`src/rtl/fetch_unit.sv`:
```
// Multicycle-CPU fetch stage: PC, instruction register, ALUOut and MDR holding
// registers, branch-taken pulse and an instruction-load counter.
module fetch_unit #(
    parameter logic [31:0] RESET_PC = 32'h0000_0000,
    parameter int          JUMP_HI  = 6
) (
    input  logic        clock,
    input  logic        reset,
    input  logic        IRwrite,
    input  logic        PCwrite,
    input  logic        PCwritecond,
    input  logic        branch,
    input  logic [1:0]  PCsource,
    input  logic [31:0] alu_result,
    input  logic        alu_zero,
    input  logic [31:0] mem_rdata,
    output logic [31:0] pc,
    output logic [31:0] instr,
    output logic [5:0]  opcode,
    output logic [15:0] imm,
    output logic [31:0] alu_out,
    output logic [31:0] mdr,
    output logic        branch_taken,
    output logic [31:0] instr_count
);

    logic [31:0] pc_r;
    logic [31:0] instr_r;
    logic [31:0] alu_out_r;
    logic [31:0] mdr_r;
    logic        branch_taken_r;
    logic [31:0] instr_count_r;

    logic        taken_s;
    logic        pc_en_s;
    logic [31:0] jump_target_s;
    logic [31:0] next_pc_s;

    // Branch decision and PC write enable
    always_comb begin
        taken_s = 1'b0;
        if (PCwritecond) begin
            taken_s = branch ? alu_zero : ~alu_zero;
        end else begin
            taken_s = 1'b0;
        end
        pc_en_s = PCwrite | taken_s;
    end

    // Next-PC selection; the jump target keeps the upper PC bits from before the edge
    always_comb begin
        jump_target_s = {pc_r[31:32-JUMP_HI], instr_r[31-JUMP_HI:0]};
        next_pc_s     = pc_r;
        case (PCsource)
            2'b00:   next_pc_s = alu_result;
            2'b01:   next_pc_s = alu_out_r;
            2'b10:   next_pc_s = jump_target_s;
            2'b11:   next_pc_s = pc_r;
            default: next_pc_s = pc_r;
        endcase
    end

    // Program counter register
    always_ff @(posedge clock or negedge reset) begin
        if (!reset) begin
            pc_r <= RESET_PC;
        end else if (pc_en_s) begin
            pc_r <= next_pc_s;
        end
    end

    // Instruction register and load counter (counter wraps silently)
    always_ff @(posedge clock or negedge reset) begin
        if (!reset) begin
            instr_r       <= 32'h0000_0000;
            instr_count_r <= 32'h0000_0000;
        end else if (IRwrite) begin
            instr_r       <= mem_rdata;
            instr_count_r <= instr_count_r + 32'd1;
        end
    end

    // Free-running holding registers and the one-cycle branch pulse
    always_ff @(posedge clock or negedge reset) begin
        if (!reset) begin
            alu_out_r      <= 32'h0000_0000;
            mdr_r          <= 32'h0000_0000;
            branch_taken_r <= 1'b0;
        end else begin
            alu_out_r      <= alu_result;
            mdr_r          <= mem_rdata;
            branch_taken_r <= taken_s;
        end
    end

    assign pc           = pc_r;
    assign instr        = instr_r;
    assign opcode       = instr_r[31:26];
    assign imm          = instr_r[15:0];
    assign alu_out      = alu_out_r;
    assign mdr          = mdr_r;
    assign branch_taken = branch_taken_r;
    assign instr_count  = instr_count_r;

endmodule
```
`config.mk`:
```
export PLATFORM = sky130hd
export DESIGN_NAME = fetch_unit
export DESIGN_NICKNAME = d
export VERILOG_FILES = /design/src/rtl/fetch_unit.sv
export SDC_FILE = /design/constraint.sdc
export NUM_CORES = 1
export LEC_CHECK = 0
export ABC_CLOCK_PERIOD_IN_PS = 1500
export CORE_MARGIN = 3
export CORE_UTILIZATION = 39
export CTS_CLUSTER_SIZE = 28
export DETAILED_ROUTE_END_ITERATION = 10
export PLACE_DENSITY = 0.77
export REMOVE_ABC_BUFFERS = 1
export SLEW_MARGIN = 0
export SYNTH_ARGS = -nofsm -noshare
export SYNTH_HDL_FRONTEND = slang
export SYNTH_SLANG_ARGS = --single-unit
```
`constraint.sdc`:
```
create_clock -name clock -period 1.5 [get_ports clock]
set_input_delay 0.15 -clock clock [delete_from_list [all_inputs] [get_ports clock]]
set_output_delay 0.15 -clock clock [all_outputs]
set_load 0.02 [all_outputs]
```
==> PnR_summary.wiki <==
{| class="wikitable"
! Metric !! Value
|-
| Detail-routed via count per cell || 5.00
|-
| Cell breakdown of the critical path || buf_4 -> dlygate4sd2_1
|-
| Cell count after placement || 937
|-
| Initial antenna violation count || 1
|-
| Root buffer cell || sky130_fd_sc_hd__clkbuf_16
|-
| Maximum operating frequency || 683 MHz
|-
| Number of synthesized register bits || 161
|-
| Core utilization of the finished layout || 0.638
|-
| Number of DRC violations after detailed routing || 0
|-
| Worst Setup Path Type || reg -> out
|-
| Area fraction in compound gates after synthesis || 0.0591
|-
| CP Data Arrival Time || 1310 ps
|-
| Vias in the first global route || 5213
|-
| Cell area after synthesis || 6220 um2
|-
| Startpoint Class || flip-flop
|-
| Number of DRC markers in iteration 0 || 204
|-
| Average wire length per cell after detail routing || 18.5 um
|-
| Pin count of the biggest net entering global routing || 54
|-
| Simple-Gate Fraction of Synth Area || 0.0806
|-
| Category of the worst setup path capture point || primary output
|-
| GPL Wtd Cong || 0.852
|-
| Post-synthesis sequential area ratio || 0.647
|-
| DRT Wirelength || 18100 um
|-
| Minimum setup slack after placement || -386 ps
|-
| Setup repair after global routing missed its margin || yes
|-
| Adder-cell share of the synthesized area || 0.00804
|-
| Maximum number of buffers from clock root to sink || 2
|-
| Worst Max-Slew Pin Slew || 528 ps
|-
| Count of yosys warnings during synthesis || 0
|-
| Remaining max-slew budget at the tightest pin || 0.648
|-
| Worst Setup Slack, final || 36.3 ps
|-
| Overall via count from detail_route || 4873
|-
| Standby leakage power || 0.00470 uW
|-
| Required time at the endpoint of the critical path || 1350 ps
|-
| Number of search-and-repair iterations in the first detailed-routing pass || 4
|-
| Largest fanout on the critical path || 4
|-
| Main combinational cell family by area after synthesis || multiplexers
|-
| Wire length of the first global-routing pass || 28200 um
|-
| Antenna Diode Count || 0
|-
| Total Routing Usage GR || 0.204
|-
| Die outline area || 17500 um2
|-
| Die H || 132 um
|-
| Maximum capacitance violations || 0
|-
| Maximum clock skew at final layout || 12.4 ps
|-
| Number of buffers added by the clock tree synthesis step || 17
|-
| Run status || complete, no violations
|-
| Cell type with the highest aggregate area in the netlist || sky130_fd_sc_hd__dfrtp_1
|-
| Crit path max-delay cell type || sky130_fd_sc_hd__dfrtp_1
|-
| Setup-failing EPs final || 0
|-
| Power Density || 1260 nW/um2
|-
| HPWL after DPL || 13300 um
|-
| Final hold violation count || 0
|-
| XOR/XNOR Fraction of Synth Area || 0.0450
|-
| Multiplexer share of the synthesized area || 0.118
|-
| Area contributors post-synth || sky130_fd_sc_hd__dfrtp_1, sky130_fd_sc_hd__mux2_2, sky130_fd_sc_hd__xnor2_1
|-
| Number of buffer and inverter stages on the critical path || 2
|-
| Peak ir drop on the vdd network || 0.000791 V
|-
| Share of final-layout standard cells stronger than drive strength 1 || 0.224
|-
| Worst path max stage delay || 410 ps
|-
| Number of core rows || 45
|-
| Synth top area share || 0.647
|-
| Placeable Area || 15400 um2
|-
| Syn Area/Cell || 13.5 um2
|-
| Clock tree from TritonCTS || built
|-
| Layout-stage area growth over the synthesis result || 58.1%
|-
| Number of top-level pins || 256
|-
| Clk slew on worst S/H paths || 60 ps
|-
| Non-filler instance count after layout || 974
|-
| Num Clock Sinks || 161
|-
| Deepest level of the CTS H-tree || 4
|-
| Time the final worst path needs with I/O delays and setup || 1460 ps
|-
| Die width || 132 um
|-
| Fraction of the cycle the final worst path needs || 0.976
|-
| Buffers on Ports || 255
|-
| Tightest Hold Check Type || in -> reg
|-
| Leftover overflow at the end of global routing || 0
|-
| Final net count || 828
|-
| Final number of max-transition violations || 0
|-
| Count of antenna-violating nets left after detailed routing || 0
|-
| Latest clock arrival within the worst-skew pair || 430 ps
|-
| Total chip power || 12400 uW
|-
| Cell count after synthesis || 461
|-
| CP delay by family, top || buffers and inverters
|-
| Unique cell type count in the Yosys netlist || 29
|-
| Starting density of the core || 0.403
|}
-- timing repair --
item / in CTS / in global routing
setup endpoints to repair: 183 / 26
endpoints found under the hold margin: 46 / 0
hold buffers: 1 / 0
pin swaps: 1 / 7
cloned: 0 / 1
resized for setup: 182 / 22
buffers inserted: 0 / 4
-- state kept, by name, indices dropped and copies added, names as in the netlist --
register / count
alu_out: 32
branch_taken: 1
instr: 32
instr_count: 32
mdr: 32
pc: 32
-- synthesized netlist by cell type --
library cell,instances
sky130_fd_sc_hd__a21oi_1,1
sky130_fd_sc_hd__a22o_1,2
sky130_fd_sc_hd__a22oi_1,26
sky130_fd_sc_hd__and2_1,3
sky130_fd_sc_hd__and3_1,5
sky130_fd_sc_hd__buf_1,3
sky130_fd_sc_hd__buf_2,1
sky130_fd_sc_hd__buf_4,24
sky130_fd_sc_hd__clkbuf_1,14
sky130_fd_sc_hd__dfrtp_1,161
sky130_fd_sc_hd__ha_1,4
sky130_fd_sc_hd__inv_1,4
sky130_fd_sc_hd__mux2_2,65
sky130_fd_sc_hd__nand2_1,43
sky130_fd_sc_hd__nand3_1,11
sky130_fd_sc_hd__nand4_1,12
sky130_fd_sc_hd__nand4_2,2
sky130_fd_sc_hd__nand4_4,1
sky130_fd_sc_hd__nand4b_1,1
sky130_fd_sc_hd__nor2_1,6
sky130_fd_sc_hd__nor2_2,1
sky130_fd_sc_hd__nor2b_1,2
sky130_fd_sc_hd__nor3_1,2
sky130_fd_sc_hd__nor3_2,2
sky130_fd_sc_hd__nor4_1,2
sky130_fd_sc_hd__nor4_4,1
sky130_fd_sc_hd__o21ai_0,30
sky130_fd_sc_hd__xnor2_1,27
sky130_fd_sc_hd__xor2_1,5
-- where the power goes --
group          switching (uW)  internal [uW]
clock network            1710           2690
logic                    1520           1330
registers                 326           4780
-- per-layer routing --
metal  vias to the layer above  share of wire  track usage
li1                       2185              -            -
met1                      2430           0.40        0.241
met2                       227           0.49        0.341
met3                        29          0.096       0.0790
met4                         2          0.018       0.0733
met5                         -        0.00072            0
-- cell families after synthesis --
| logic type | after synthesis |
|---|---|
| AOI/OAI and AO/OA | 59 |
| xor gates and xnor gates | 32 |
| adders and majority gates | 4 |
| buffers and inverters | 46 |
| DFF | 161 |
| muxes | 65 |
| and+or+nand+nor | 94 |
-- worst paths after layout --
check / cells after the start / slack (ps) / to / start
setup / recovery: 2 / 40 / instr_count[12] / instr_count[12]
hold / removal: 1 / 180 / mdr[4] / mem_rdata[4]
setup reg to reg: 5 / 50 / instr_count[27] / instr_count[5]
hold reg to reg: 1 / 490 / instr_count[16] / instr_count[16]
max in group asynchronous: 3 / 610 / pc[22] / reset
min in group asynchronous: 2 / 240 / instr_count[22] / reset
-- stage by stage --
stage	area (um2)	TNS, ps	hold WS (ps)
after floorplan	5980	-11370	-146
after global placement	9300	-9390	129
after detailed placement	9300	-11030	140
after CTS	9690	0	171
after global routing	9840	-96.4	175
final	9840	0	180
-- layout make-up --
type                            count  area (um2)
Tap cell                          211         264
Clock inverter                     10         135
Timing Repair Buffer              313        2910
Inverter                            4        15.0
Clock buffer                       21         460
Multi-Input combinational cell    254        2030
Sequential cell                   161        4030
Fill cell                        1211        5590
-- cell usage in the layout, fill, tap and decap left out, drive strengths merged, types with 6 or more instances in the layout --
| cell type | netlist | final |
|---|---|---|
| a22oi | 26 | 26 |
| buf | 28 | 58 |
| clkbuf | 14 | 23 |
| clkdlybuf4s50 | 0 | 70 |
| clkinv | 0 | 6 |
| dfrtp | 161 | 161 |
| dlygate4sd2 | 0 | 177 |
| mux2 | 65 | 65 |
| nand2 | 43 | 43 |
| nand3 | 11 | 11 |
| nand4 | 15 | 15 |
| nor2 | 7 | 7 |
| o21ai | 30 | 30 |
| xnor2 | 27 | 27 |
No activity file was read; power rests on OpenSTA's default activity.
